[src/rtl/key_pickup_ctrl_if.sv]
// Game-side bundle between the key pickup controller and its producers/consumers.
// The game logic (master) drives state, timing and player inputs; the controller (slave) returns progress.
interface key_pickup_if;
  logic [3:0] state;
  logic       frame_tick;
  logic [8:0] player_x;
  logic [8:0] player_y;
  logic       pick;
  logic [1:0] key_find;
  logic       key_got;
  logic       all_found;
  logic [3:0] hold_cnt;

  modport master (
    output state, frame_tick, player_x, player_y, pick,
    input  key_find, key_got, all_found, hold_cnt
  );

  modport slave (
    input  state, frame_tick, player_x, player_y, pick,
    output key_find, key_got, all_found, hold_cnt
  );
endinterface

[src/rtl/key_pickup_ctrl.sv]
// Key pickup controller: tracks the player against the current key box during STAGE1,
// collects a key after pick is held with overlap for HOLD_FRAMES frames, and advances key_find.
module key_pickup_ctrl #(
  parameter int HOLD_FRAMES = 8,
  parameter int PLAYER_SIZE = 16,
  parameter int KEY_SIZE    = 20
) (
  input  logic         clk,
  input  logic         rst,
  key_pickup_if.slave  bus
);

  localparam logic [3:0] ST_STAGE1   = 4'd2;
  localparam logic [3:0] ST_SUCCESS1 = 4'd3;

  localparam logic [1:0] S_IDLE    = 2'd0;
  localparam logic [1:0] S_SEARCH  = 2'd1;
  localparam logic [1:0] S_HOLD    = 2'd2;
  localparam logic [1:0] S_RELEASE = 2'd3;

  localparam logic [9:0] KS = 10'(KEY_SIZE);
  localparam logic [9:0] PS = 10'(PLAYER_SIZE);
  localparam logic [3:0] HF = 4'(HOLD_FRAMES);

  localparam logic [9:0] K0_X = 10'd65;
  localparam logic [9:0] K0_Y = 10'd35;
  localparam logic [9:0] K1_X = 10'd235;
  localparam logic [9:0] K1_Y = 10'd35;
  localparam logic [9:0] K2_X = 10'd235;
  localparam logic [9:0] K2_Y = 10'd205;

  logic [1:0] r_fsm;
  logic [1:0] r_key_find;
  logic       r_key_got;
  logic       r_all_found;
  logic [3:0] r_hold_cnt;

  logic [1:0] w_fsm_next;
  logic [1:0] w_key_find_next;
  logic       w_key_got_next;
  logic [3:0] w_hold_cnt_next;

  logic [9:0] w_kx;
  logic [9:0] w_ky;
  logic [9:0] w_px;
  logic [9:0] w_py;
  logic       w_overlap;
  logic       w_engage;
  logic [3:0] w_hold_inc;

  always_comb begin
    w_kx = K0_X;
    w_ky = K0_Y;
    case (r_key_find)
      2'd1: begin
        w_kx = K1_X;
        w_ky = K1_Y;
      end
      2'd2: begin
        w_kx = K2_X;
        w_ky = K2_Y;
      end
      default: begin
        w_kx = K0_X;
        w_ky = K0_Y;
      end
    endcase
  end

  assign w_px = {1'b0, bus.player_x};
  assign w_py = {1'b0, bus.player_y};

  // 10-bit sums cannot wrap for on-screen coordinates, so the compares are exact.
  assign w_overlap = (r_key_find != 2'd3)
                   && (w_px < w_kx + KS) && (w_px + PS > w_kx)
                   && (w_py < w_ky + KS) && (w_py + PS > w_ky);

  assign w_engage   = bus.pick && w_overlap;
  assign w_hold_inc = r_hold_cnt + 4'd1;

  always_comb begin
    w_fsm_next      = r_fsm;
    w_key_find_next = r_key_find;
    w_key_got_next  = 1'b0;
    w_hold_cnt_next = r_hold_cnt;

    if (bus.state != ST_STAGE1) begin
      // Leaving the stage aborts any hold; only the success screen preserves progress.
      w_fsm_next      = S_IDLE;
      w_hold_cnt_next = 4'd0;
      if (bus.state != ST_SUCCESS1)
        w_key_find_next = 2'd0;
    end else begin
      case (r_fsm)
        S_IDLE: begin
          w_fsm_next      = S_SEARCH;
          w_hold_cnt_next = 4'd0;
        end
        S_SEARCH: begin
          w_hold_cnt_next = 4'd0;
          if (w_engage)
            w_fsm_next = S_HOLD;
        end
        S_HOLD: begin
          if (!w_engage) begin
            w_fsm_next      = S_SEARCH;
            w_hold_cnt_next = 4'd0;
          end else if (bus.frame_tick) begin
            if (w_hold_inc == HF) begin
              w_key_find_next = r_key_find + 2'd1;
              w_key_got_next  = 1'b1;
              w_hold_cnt_next = 4'd0;
              w_fsm_next      = S_RELEASE;
            end else begin
              w_hold_cnt_next = w_hold_inc;
            end
          end
        end
        S_RELEASE: begin
          w_hold_cnt_next = 4'd0;
          if (!bus.pick)
            w_fsm_next = S_SEARCH;
        end
        default: begin
          w_fsm_next      = S_IDLE;
          w_hold_cnt_next = 4'd0;
        end
      endcase
    end
  end

  always_ff @(posedge clk or posedge rst) begin
    if (rst) begin
      r_fsm       <= S_IDLE;
      r_key_find  <= 2'd0;
      r_key_got   <= 1'b0;
      r_all_found <= 1'b0;
      r_hold_cnt  <= 4'd0;
    end else begin
      r_fsm       <= w_fsm_next;
      r_key_find  <= w_key_find_next;
      r_key_got   <= w_key_got_next;
      r_all_found <= (w_key_find_next == 2'd3);
      r_hold_cnt  <= w_hold_cnt_next;
    end
  end

  assign bus.key_find  = r_key_find;
  assign bus.key_got   = r_key_got;
  assign bus.all_found = r_all_found;
  assign bus.hold_cnt  = r_hold_cnt;

endmodule

[src/flat_wrapper.sv]
// flat-port wrapper written by rule: the top's interface ports become plain ports
module key_pickup_ctrl_flat 
#(
  parameter int HOLD_FRAMES = 8,
  parameter int PLAYER_SIZE = 16,
  parameter int KEY_SIZE    = 20
)
  (clk, rst, bus_state, bus_frame_tick, bus_player_x, bus_player_y, bus_pick, bus_key_find, bus_key_got, bus_all_found, bus_hold_cnt);
  key_pickup_if bus_i ();
  input  logic clk;
  input  logic rst;
  input wire logic [$bits(bus_i.state)-1:0] bus_state;
  input wire logic [$bits(bus_i.frame_tick)-1:0] bus_frame_tick;
  input wire logic [$bits(bus_i.player_x)-1:0] bus_player_x;
  input wire logic [$bits(bus_i.player_y)-1:0] bus_player_y;
  input wire logic [$bits(bus_i.pick)-1:0] bus_pick;
  output wire logic [$bits(bus_i.key_find)-1:0] bus_key_find;
  output wire logic [$bits(bus_i.key_got)-1:0] bus_key_got;
  output wire logic [$bits(bus_i.all_found)-1:0] bus_all_found;
  output wire logic [$bits(bus_i.hold_cnt)-1:0] bus_hold_cnt;
  assign bus_i.state = bus_state;
  assign bus_i.frame_tick = bus_frame_tick;
  assign bus_i.player_x = bus_player_x;
  assign bus_i.player_y = bus_player_y;
  assign bus_i.pick = bus_pick;
  assign bus_key_find = bus_i.key_find;
  assign bus_key_got = bus_i.key_got;
  assign bus_all_found = bus_i.all_found;
  assign bus_hold_cnt = bus_i.hold_cnt;
  key_pickup_ctrl #(.HOLD_FRAMES(HOLD_FRAMES), .PLAYER_SIZE(PLAYER_SIZE), .KEY_SIZE(KEY_SIZE)) u_core (.clk(clk), .rst(rst), .bus(bus_i));
endmodule
[config.mk]
export PLATFORM = sky130hd
export DESIGN_NAME = key_pickup_ctrl_flat
export DESIGN_NICKNAME = d
export VERILOG_FILES = /design/src/rtl/key_pickup_ctrl_if.sv /design/src/rtl/key_pickup_ctrl.sv /design/src/flat_wrapper.sv
export SDC_FILE = /design/constraint.sdc
export NUM_CORES = 1
export LEC_CHECK = 0
export BUFFER_PORTS_ARGS = -buffer_cell sky130_fd_sc_hd__buf_2
export CAP_MARGIN = 30
export CORE_MARGIN = 2
export CORE_UTILIZATION = 45
export CTS_CLUSTER_SIZE = 40
export DETAILED_ROUTE_END_ITERATION = 10
export PLACE_DENSITY = 0.76
export REMOVE_ABC_BUFFERS = 1
export SLEW_MARGIN = 40
export SYNTH_ARGS = -nofsm -noshare
export SYNTH_HDL_FRONTEND = slang
export SYNTH_SLANG_ARGS = --single-unit
[constraint.sdc]
create_clock -name clk -period 5.33 [get_ports clk]
set_input_delay 0.2665 -clock clk [delete_from_list [all_inputs] [get_ports clk]]
set_output_delay 0.2665 -clock clk [all_outputs]
set_load 0.005 [all_outputs]
==> metrics list, run 1 <==
- Result of the run: completed
- The first global-routing pass estimated 4402 µm of wire.
- Maximum clock rate: 312.2 MHz
- Accumulated negative setup slack: 0 ns
- Number of flops mapped to enable cells by yosys: 0
- Count of vias placed by the detailed router: 1,195
- Largest driver fanout on the critical path: 8
- Cell depth of the worst flop-to-flop path: 10
- Library cell occupying the most area in the post-synthesis netlist: sky130_fd_sc_hd__dfrtp_1
- In this run, post-CTS repair resized a total of 0 instances.
* Fill cell total of the finished layout: 228
- Number of max-capacitance violations reported: 0
- Crit path arrival time: 3.36 ns
- Summed over all nets, the half-perimeter wirelength after detailed placement is 2183 µm.
* Via density per instance: 5.690
* Final Critical Period: 3.204 ns
* Worst Hold Launch: bus_state[1]
- The initial utilization of the core area, before any placement, comes to 47.70%.
* Power per unit of standard cell area: 137.7 mW/mm²
* Number of standard cells after synthesis: 143
* Number of global-route vias before repair: 993
* Initial antenna violation count: 0
* Max VDD drop: 0.1073 mV
* Number of register bits inferred by synthesis: 10
* Net count, final: 225
- Input/output buffers: 33
- The floorplan step set the die height to 55.48 µm.
* Mean instance size in the synthesized netlist: 8.338 µm²
- Yosys mapped the design onto 41 distinct sky130hd cell types.
* Total gr overflow: 0
* Final worst clock skew: 0.001911 ns
- TritonCTS created 3 clock buffers.
* Top flip-flop cell by instance count after synthesis: sky130_fd_sc_hd__dfrtp_1
* Overall Power: 0.1969 mW
- By instance count, the leading cell after synthesis is sky130_fd_sc_hd__ha_1.
- Clock tree synthesis found a total of 10 sinks.
* Yosys warns: 0
- The floorplan step set the die width to 55.48 µm.
- Worst reg-to-reg setup slack: 2.13 ns
* Clock latency on the worst-skew pair: 0.27 ns
- Relative to the synthesized area, the layout overhead comes to 19.94%.
- Routed Wire Length: 2697 µm
- Placeable core region: 0.002500 mm²
- At the end of routability-driven placement, the weighted congestion stood at 0.8024.
- Cell area after synthesis: 0.001192 mm²
- Clock Tree Buf Depth: 2
- Final Hold Violating Endpoints: 0
* Critical path startpoint: u_core.bus.key_find[0]
- The worst setup path is launched from a flop.
- The worst setup path is captured at a flop.
- Yosys top cell area share: 20.99%
- CTS built an H-tree with a depth of 1.
- By count the netlist is led by sky130_fd_sc_hd__ha_1, sky130_fd_sc_hd__nor2_1, sky130_fd_sc_hd__a21oi_1, sky130_fd_sc_hd__nand2_1, sky130_fd_sc_hd__dfrtp_1.
- 34 I/O pins were placed.
- For the pin with the worst max-slew slack, the measured transition is 0.4746 ns.
- In this run, the number of DRC markers left after iteration 0 of detailed routing was 27.
- Drt drc: 0
- Synth async-reset ratio: 100.0%
* Critical Path End: u_core.r_fsm[0]
- Entering global routing, the biggest net connects 11 pins.
- Hold crit path type: in2reg
- Hold path depth: 3
- Part of the cycle the worst path needs: 60.10%
* Layout cells sized above 1: 23.89%
- TritonCTS built the clock tree.
- The number of slew-limit violations in the final report came to 0.
* Category of the most critical setup path: reg2reg
- Gr usage total: 17.37%
- Required time worst endpoint: 5.49 ns
* Number of nets still failing antenna checks after routing: 0
* Die Outline Area: 0.003077 mm²
- In this run the static leakage power is 0.6579 nW.
- Cell chosen for the clock root: sky130_fd_sc_hd__clkbuf_4
- By area the synthesized netlist is led by sky130_fd_sc_hd__dfrtp_1, sky130_fd_sc_hd__ha_1, sky130_fd_sc_hd__nor2_1.
* Final number of setup-violating endpoints: 0
* Worst r2r src: u_core.bus.key_find[0]
* Detailed-router iteration count before antenna repair: 4
- Worst reg2reg endpoint: u_core.r_fsm[0]
* Clock input transition at the sequential cells of the worst setup and hold paths: 0.07 ns
* Sequential fraction of the synthesis area: 20.99%
- Wire length per cell: 12.84 µm
- Worst slew margin: 68.36%
- Setup repair after global routing left no endpoint under its margin.
* Std-Cell Rows: 18
- Ant diodes: 0
metrics by stage:
step | instance area, µm² | hold WS (ns) | util [%] | worst slack [ns] | cells
6_report | 1430 | 0.3192 | 57.21 | 2.126 | 210
5_1_grt | 1430 | 0.3247 | 57.21 | 1.866 | 210
4_1_cts | 1430 | 0.3094 | 57.21 | 2.137 | 210
3_5_place_dp | 1384 | 0.2678 | 55.36 | 2.166 | 205
3_3_place_gp | 1384 | 0.2525 | 55.36 | 2.286 | 205
2_1_floorplan | 1181 | 0.1067 | - | 2.442 | 142
placed cells by master (no fill, tap or decap), types with 4 or more instances in the layout:
cell                      synthesis  routed
sky130_fd_sc_hd__a21oi_1         11      11
sky130_fd_sc_hd__buf_2            0      33
sky130_fd_sc_hd__dfrtp_1         10      10
sky130_fd_sc_hd__ha_1            18      18
sky130_fd_sc_hd__inv_1            7       7
sky130_fd_sc_hd__nand2_1         11      11
sky130_fd_sc_hd__nand3_1          8       8
sky130_fd_sc_hd__nand4_1          4       4
sky130_fd_sc_hd__nor2_1          16      16
sky130_fd_sc_hd__nor3b_1          4       4
sky130_fd_sc_hd__o21ai_0          6       6
sky130_fd_sc_hd__xnor2_1          4       4
layer usage:
| layer | GRT usage, % | share of wire (%) | vias up | wire length [µm] |
|---|---|---|---|---|
| li1 | - | - | 622 | - |
| met1 | 23.67 | 48 | 533 | 1292 |
| met2 | 27.38 | 47 | 36 | 1264 |
| met3 | 3.044 | 4.2 | 4 | 112 |
| met4 | 6.272 | 1.1 | 0 | 29 |
| met5 | 0 | 0 | - | 0 |
final cells by class:
| class | count | area (µm²) | area share [%] |
|---|---|---|---|
| clock buffers | 4 | 36.28 | 2.537 |
| repair buffers | 34 | 175.2 | 12.25 |
| inverters | 7 | 26.28 | 1.837 |
| well taps | 30 | 37.54 | 2.625 |
| flip-flops and latches | 10 | 250.2 | 17.50 |
| multi-input cells | 125 | 904.6 | 63.25 |
state kept, by name (all words and copies together), names as in the netlist:
name                  count
u_core.bus.hold_cnt       4
u_core.bus.key_find       2
u_core.r_fsm              2
u_core.bus.all_found      1
u_core.bus.key_got        1
worst max-delay path: stages (launching register included):
cell	delay, ns
sky130_fd_sc_hd__dfrtp_1	0.42
sky130_fd_sc_hd__inv_1	0.11
sky130_fd_sc_hd__ha_1	0.34
sky130_fd_sc_hd__inv_1	0.20
sky130_fd_sc_hd__ha_1	0.33
sky130_fd_sc_hd__a2111oi_0	0.37
sky130_fd_sc_hd__nand2_1	0.15
sky130_fd_sc_hd__a2111oi_4	0.52
sky130_fd_sc_hd__and4_4	0.33
sky130_fd_sc_hd__nor4b_1	0.07
sky130_fd_sc_hd__a211o_1	0.26
power breakdown:
| group | total, mW | switching [mW] | internal [mW] | leakage, nW |
|---|---|---|---|---|
| clock | 0.0692 | 0.0277 | 0.0415 | 0.0210 |
| sequential | 0.0763 | 0.000323 | 0.0760 | 0.140 |
| combinational | 0.0514 | 0.0284 | 0.0229 | 0.497 |
kinds of logic after synthesis:
| family | Yosys count | share of synthesized area [%] |
|---|---|---|
| compound gates | 41 | 24.55 |
| xor+xnor | 6 | 4.407 |
| fa+ha+maj | 18 | 18.89 |
| flops | 10 | 20.99 |
| buf+inv | 8 | 3.148 |
| simple gates | 57 | 25.40 |
| mux | 3 | 2.623 |
timing repair:
action,4_1_cts,5_1_grt
setup buffers,0,0
hold buffers,1,0
hold endpoints to repair,10,0
worst min-delay path by stage:
stage / to / slack (ns)
floorplan: u_core.bus.all_found / 0.11
global placement: u_core.bus.hold_cnt[1] / 0.25
detailed placement: u_core.bus.hold_cnt[1] / 0.27
CTS: u_core.bus.all_found / 0.31
global route: u_core.bus.all_found / 0.32
finish: u_core.bus.all_found / 0.32
No activity file was read; power rests on OpenSTA's default activity.
==> inputs of run 2 (changes only) <==
--- a/config.mk
+++ b/config.mk
@@ -5,13 +5,14 @@
 export SDC_FILE = /design/constraint.sdc
 export NUM_CORES = 1
 export LEC_CHECK = 0
+export ABC_AREA = 1
 export BUFFER_PORTS_ARGS = -buffer_cell sky130_fd_sc_hd__buf_2
 export CAP_MARGIN = 30
 export CORE_MARGIN = 2
 export CORE_UTILIZATION = 45
 export CTS_CLUSTER_SIZE = 40
 export DETAILED_ROUTE_END_ITERATION = 10
-export PLACE_DENSITY = 0.76
+export PLACE_DENSITY = 0.77
 export REMOVE_ABC_BUFFERS = 1
 export SLEW_MARGIN = 40
 export SYNTH_ARGS = -nofsm -noshare
==> constraint.sdc (replaced) <==
create_clock -name clk -period 2.65 [get_ports clk]
set_input_delay 0.1325 -clock clk [delete_from_list [all_inputs] [get_ports clk]]
set_output_delay 0.1325 -clock clk [all_outputs]
set_load 0.005 [all_outputs]
==> run 2 against run 1 <==
Compared with the run above: sequential cell count is the same; sequential power grew 100%; first-iteration DRC count shrank 7.4%; total power grew 82%; non-clock buffer count is the same; clock skew shrank 0.00081 ns; combinational power grew 100%; critical path depth grew 3; cell area grew 7.9%; area after synthesis grew 10%; clock power grew 43%; wire length shrank 5.0%; critical endpoint is now u_core.r_fsm[1]; largest power group unchanged.
==> metrics list, run 2 <==
- The run finished with clean final reports.
* Via density per instance: 4.773
* Distinct cell type count after synthesis: 23
- Net switching fraction of the power: 30.45%
- Based on the critical path, the design can be clocked at up to 432.4 MHz.
* Number of flops mapped to enable cells by yosys: 0
* Max FFs per register: 4
- Summing the areas of all and, or, nand and nor instances in the mapped netlist gives 41.20% of the synthesized area.
* Proportion of power drawn by combinational gates: 29.5%
- Leaving out fill and tap cells, the most frequent cell in the layout is sky130_fd_sc_hd__nand2_1.
- Top flip-flop cell by instance count after synthesis: sky130_fd_sc_hd__dfrtp_1
- Number of sinks on the clock net: 10
- The post-route netlist has 17.13% of its cells at a drive strength greater than 1.
* Clock power frac: 27.6%
- Main area contributors after synthesis: sky130_fd_sc_hd__dfrtp_1, sky130_fd_sc_hd__nand2_1, sky130_fd_sc_hd__ha_1
* Width of the chip: 58.06 µm
- Wire length per cell: 9.082 µm
* Overall Power: 0.3578 mW
* IO Count: 34
- For this configuration, the core starts out at a cell density of 47.69%.
- The die is 58.06 µm tall.
- In this run the worst path has a maximum fanout of 7.
* Cell chosen for the clock root: sky130_fd_sc_hd__clkbuf_4
* Num CTS Buffers: 3
- In this run the power spent charging and discharging nets is 0.1089 mW.
- Pin count of the biggest net entering global routing: 16
- After synthesis the netlist holds a flip-flop and latch count of 10.
* Crit path arrival time: 2.46 ns
- Gate family responsible for the most delay along the worst path: adder cells
* Initial antenna violation count: 0
- Clock Tree Buf Depth: 2
- Design internal power: 0.2489 mW
* Placeable core region: 0.002758 mm²
- In the layout the commonest cells are sky130_fd_sc_hd__nand2_1, sky130_fd_sc_hd__inv_1, sky130_fd_sc_hd__buf_2.
* Final cell count without fillers: 282
- By instance count, the leading cell after synthesis is sky130_fd_sc_hd__nand2_1.
* Max VDD drop: 0.2953 mV
- Synth async-reset ratio: 100.0%
- Fraction of power consumed by sequential logic: 42.9%
- In this run the power density over the cells is 231.9 mW/mm².
- During placement, the flow inserted port buffers numbering 33.
* Routability-driven placement congestion ratio: 0.8583
- Sort of element at the start of the critical path: flop
* Required time worst endpoint: 2.80 ns
* Number of max-capacitance violations reported: 0
* Transition at the pin with the smallest max-transition slack: 0.5129 ns
- At the end of the flow, the number of nets in the layout was 297.
- After routing the design area is 0.001543 mm².
* CP max-delay cell: sky130_fd_sc_hd__dfrtp_1
* Clock input transition at the sequential cells of the worst setup and hold paths: 0.06 ns
* Drt drc: 0
* Number of nets still failing antenna checks after routing: 0
- Adder-cell share of the synthesized area: 17.13%
- Kind of capture point of the worst setup path: flop
- Walking the worst path, the cells encountered are inv_1, ha_2, inv_2, ha_1, a21oi_1, a21boi_0, nand3_1, nand2_1, nor2_4, o211ai_1, nand3_1, nand2_1, nand2_1.
* Unrepaired setup endpoints after global routing: no
- For the finished layout, the period the worst path requires is 2.313 ns.
- TritonCTS built the clock tree.
* HPWL after detailed placement: 2175 µm
- After detailed routing, the total wire length is 2561 µm.
- The area growth from synthesis to layout is 17.32%.
* Instance area at placement: 0.001508 mm²
- By area, the combinational part of the netlist is dominated by simple AND/OR/NAND/NOR gates.
* First-pass GRT wire length: 4602 µm
* Worst slew margin: 65.49%
- The via count of the first global-routing pass is 1,159.
- Detailed-router iteration count before antenna repair: 5
* Count of H-tree levels built during CTS: 1
- Post-CTS repair timing setup buffer count: 0
* Number of standard cells after synthesis: 215
- Mean instance size in the synthesized netlist: 6.116 µm²
* LEAKAGE: 0.9180 nW
* Parity-gate share of the synthesized area counting xor and xnor cells: 3.330%
- Part of the cycle the worst path needs: 87.28%
* Total gr overflow: 0
- In this run, placement finished with an instance count of 278.
- Clock latency on the worst-skew pair, taken at its later pin, is 0.26 ns.
* Hold crit path type: in2reg
* Yosys top cell area share: 19.03%
* Worst path max stage delay: 0.41 ns
- Between clock sinks in the finished design, the worst skew comes to 0.001097 ns.
- Synth cell count leaders: sky130_fd_sc_hd__nand2_1, sky130_fd_sc_hd__inv_1, sky130_fd_sc_hd__nor2_1, sky130_fd_sc_hd__nand3_1, sky130_fd_sc_hd__ha_1
* Final hold slack: 0.1537 ns
* Gr usage total: 16.61%
- The floorplan step defined a die boundary enclosing 0.003370 mm².
* Final number of setup-violating endpoints: 0
* Number of buffers and inverters on the critical path: 2
* Number of violations reported at the end of detailed-routing iteration 0: 25
- Critical Path Most Common Cell: sky130_fd_sc_hd__nand2_1
- Detailed routing inserted a total of 1,346 vias.
* Final Hold Violating Endpoints: 0
- Std-Cell Rows: 19
- Before CTS, the worst setup slack after placement is 0.2174 ns.
* Category of the most critical setup path: reg2reg
- After layout, the worst setup slack is 0.3371 ns.
* Yosys warns: 0
- The share of the Yosys chip area taken by registers is 19.03%.
- Library cell occupying the most area in the post-synthesis netlist: sky130_fd_sc_hd__dfrtp_1
- Multiplexer fraction of the synthesized cell area: 0%
* Accumulated negative setup slack: 0 ns
* Number of slew-limit violations in the final report: 0
- The number of antenna diodes in the final layout is 0.
- Summing every instance area after synthesis gives 0.001315 mm².
- For this run, the share of the core covered by cells in the final layout is 55.94%.
- The synthesized netlist devotes 8.183% of its cell area to compound gates.
-- run 2: cell families (layout without fill, tap and decap cells) --
kind of cell | count (synthesis) | after routing
flops | 10 | 10
compound gates | 19 | 19
xor+xnor | 5 | 5
simple gates | 126 | 126
buf+inv | 37 | 73
fa+ha+maj | 18 | 18
-- run 2: per-layer routing --
| layer | wire length, µm | GRT usage [%] | vias up |
|---|---|---|---|
| met5 | 0 | 0 | - |
| met4 | 0 | 1.993 | 0 |
| met3 | 91 | 3.348 | 0 |
| met2 | 1179 | 28.41 | 23 |
| met1 | 1289 | 22.28 | 569 |
| li1 | - | - | 754 |
-- run 2: power by group through the flow --
stage | sequential, mW | clock [mW] | combinational (mW)
2_1_floorplan | 0.156 | 0 | 0.0651
3_3_place_gp | 0.156 | 0 | 0.103
3_5_place_dp | 0.156 | 0 | 0.104
4_1_cts | 0.154 | 0.104 | 0.106
5_1_grt | 0.154 | 0.112 | 0.123
6_report | 0.154 | 0.0987 | 0.105
-- run 2: cell type report --
type / count / area [µm²]
inverters: 36 / 135.1
repair buffers: 34 / 175.2
fillers: 280 / 1215
well taps: 31 / 38.79
multi-input cells: 168 / 920.9
clock buffers: 3 / 22.52
flip-flops and latches: 10 / 250.2
-- run 2: worst paths after layout --
check / start / to / slack [ns] / cells after the start
worst max-delay path: u_core.bus.key_find[0] / u_core.r_fsm[1] / 0.34 / 13
worst min-delay path: bus_frame_tick / u_core.bus.hold_cnt[1] / 0.15 / 3
worst max register to register: u_core.bus.key_find[0] / u_core.r_fsm[1] / 0.34 / 13
worst min register to register: u_core.r_fsm[1] / u_core.r_fsm[1] / 0.56 / 2
max in group asynchronous: rst / u_core.bus.key_got / 1.99 / 3
min in group asynchronous: rst / u_core.bus.hold_cnt[2] / 0.39 / 3
-- run 2: repair_timing --
item	4_1_cts	5_1_grt
gates resized for setup	0	2
hold buffers	1	0
setup endpoints to repair	0	8
hold endpoints to repair	10	0
-- run 2: worst min-delay path, stage by stage --
cell	delay, ns
sky130_fd_sc_hd__buf_2	0.12
sky130_fd_sc_hd__nand2_1	0.06
sky130_fd_sc_hd__a21oi_1	0.06
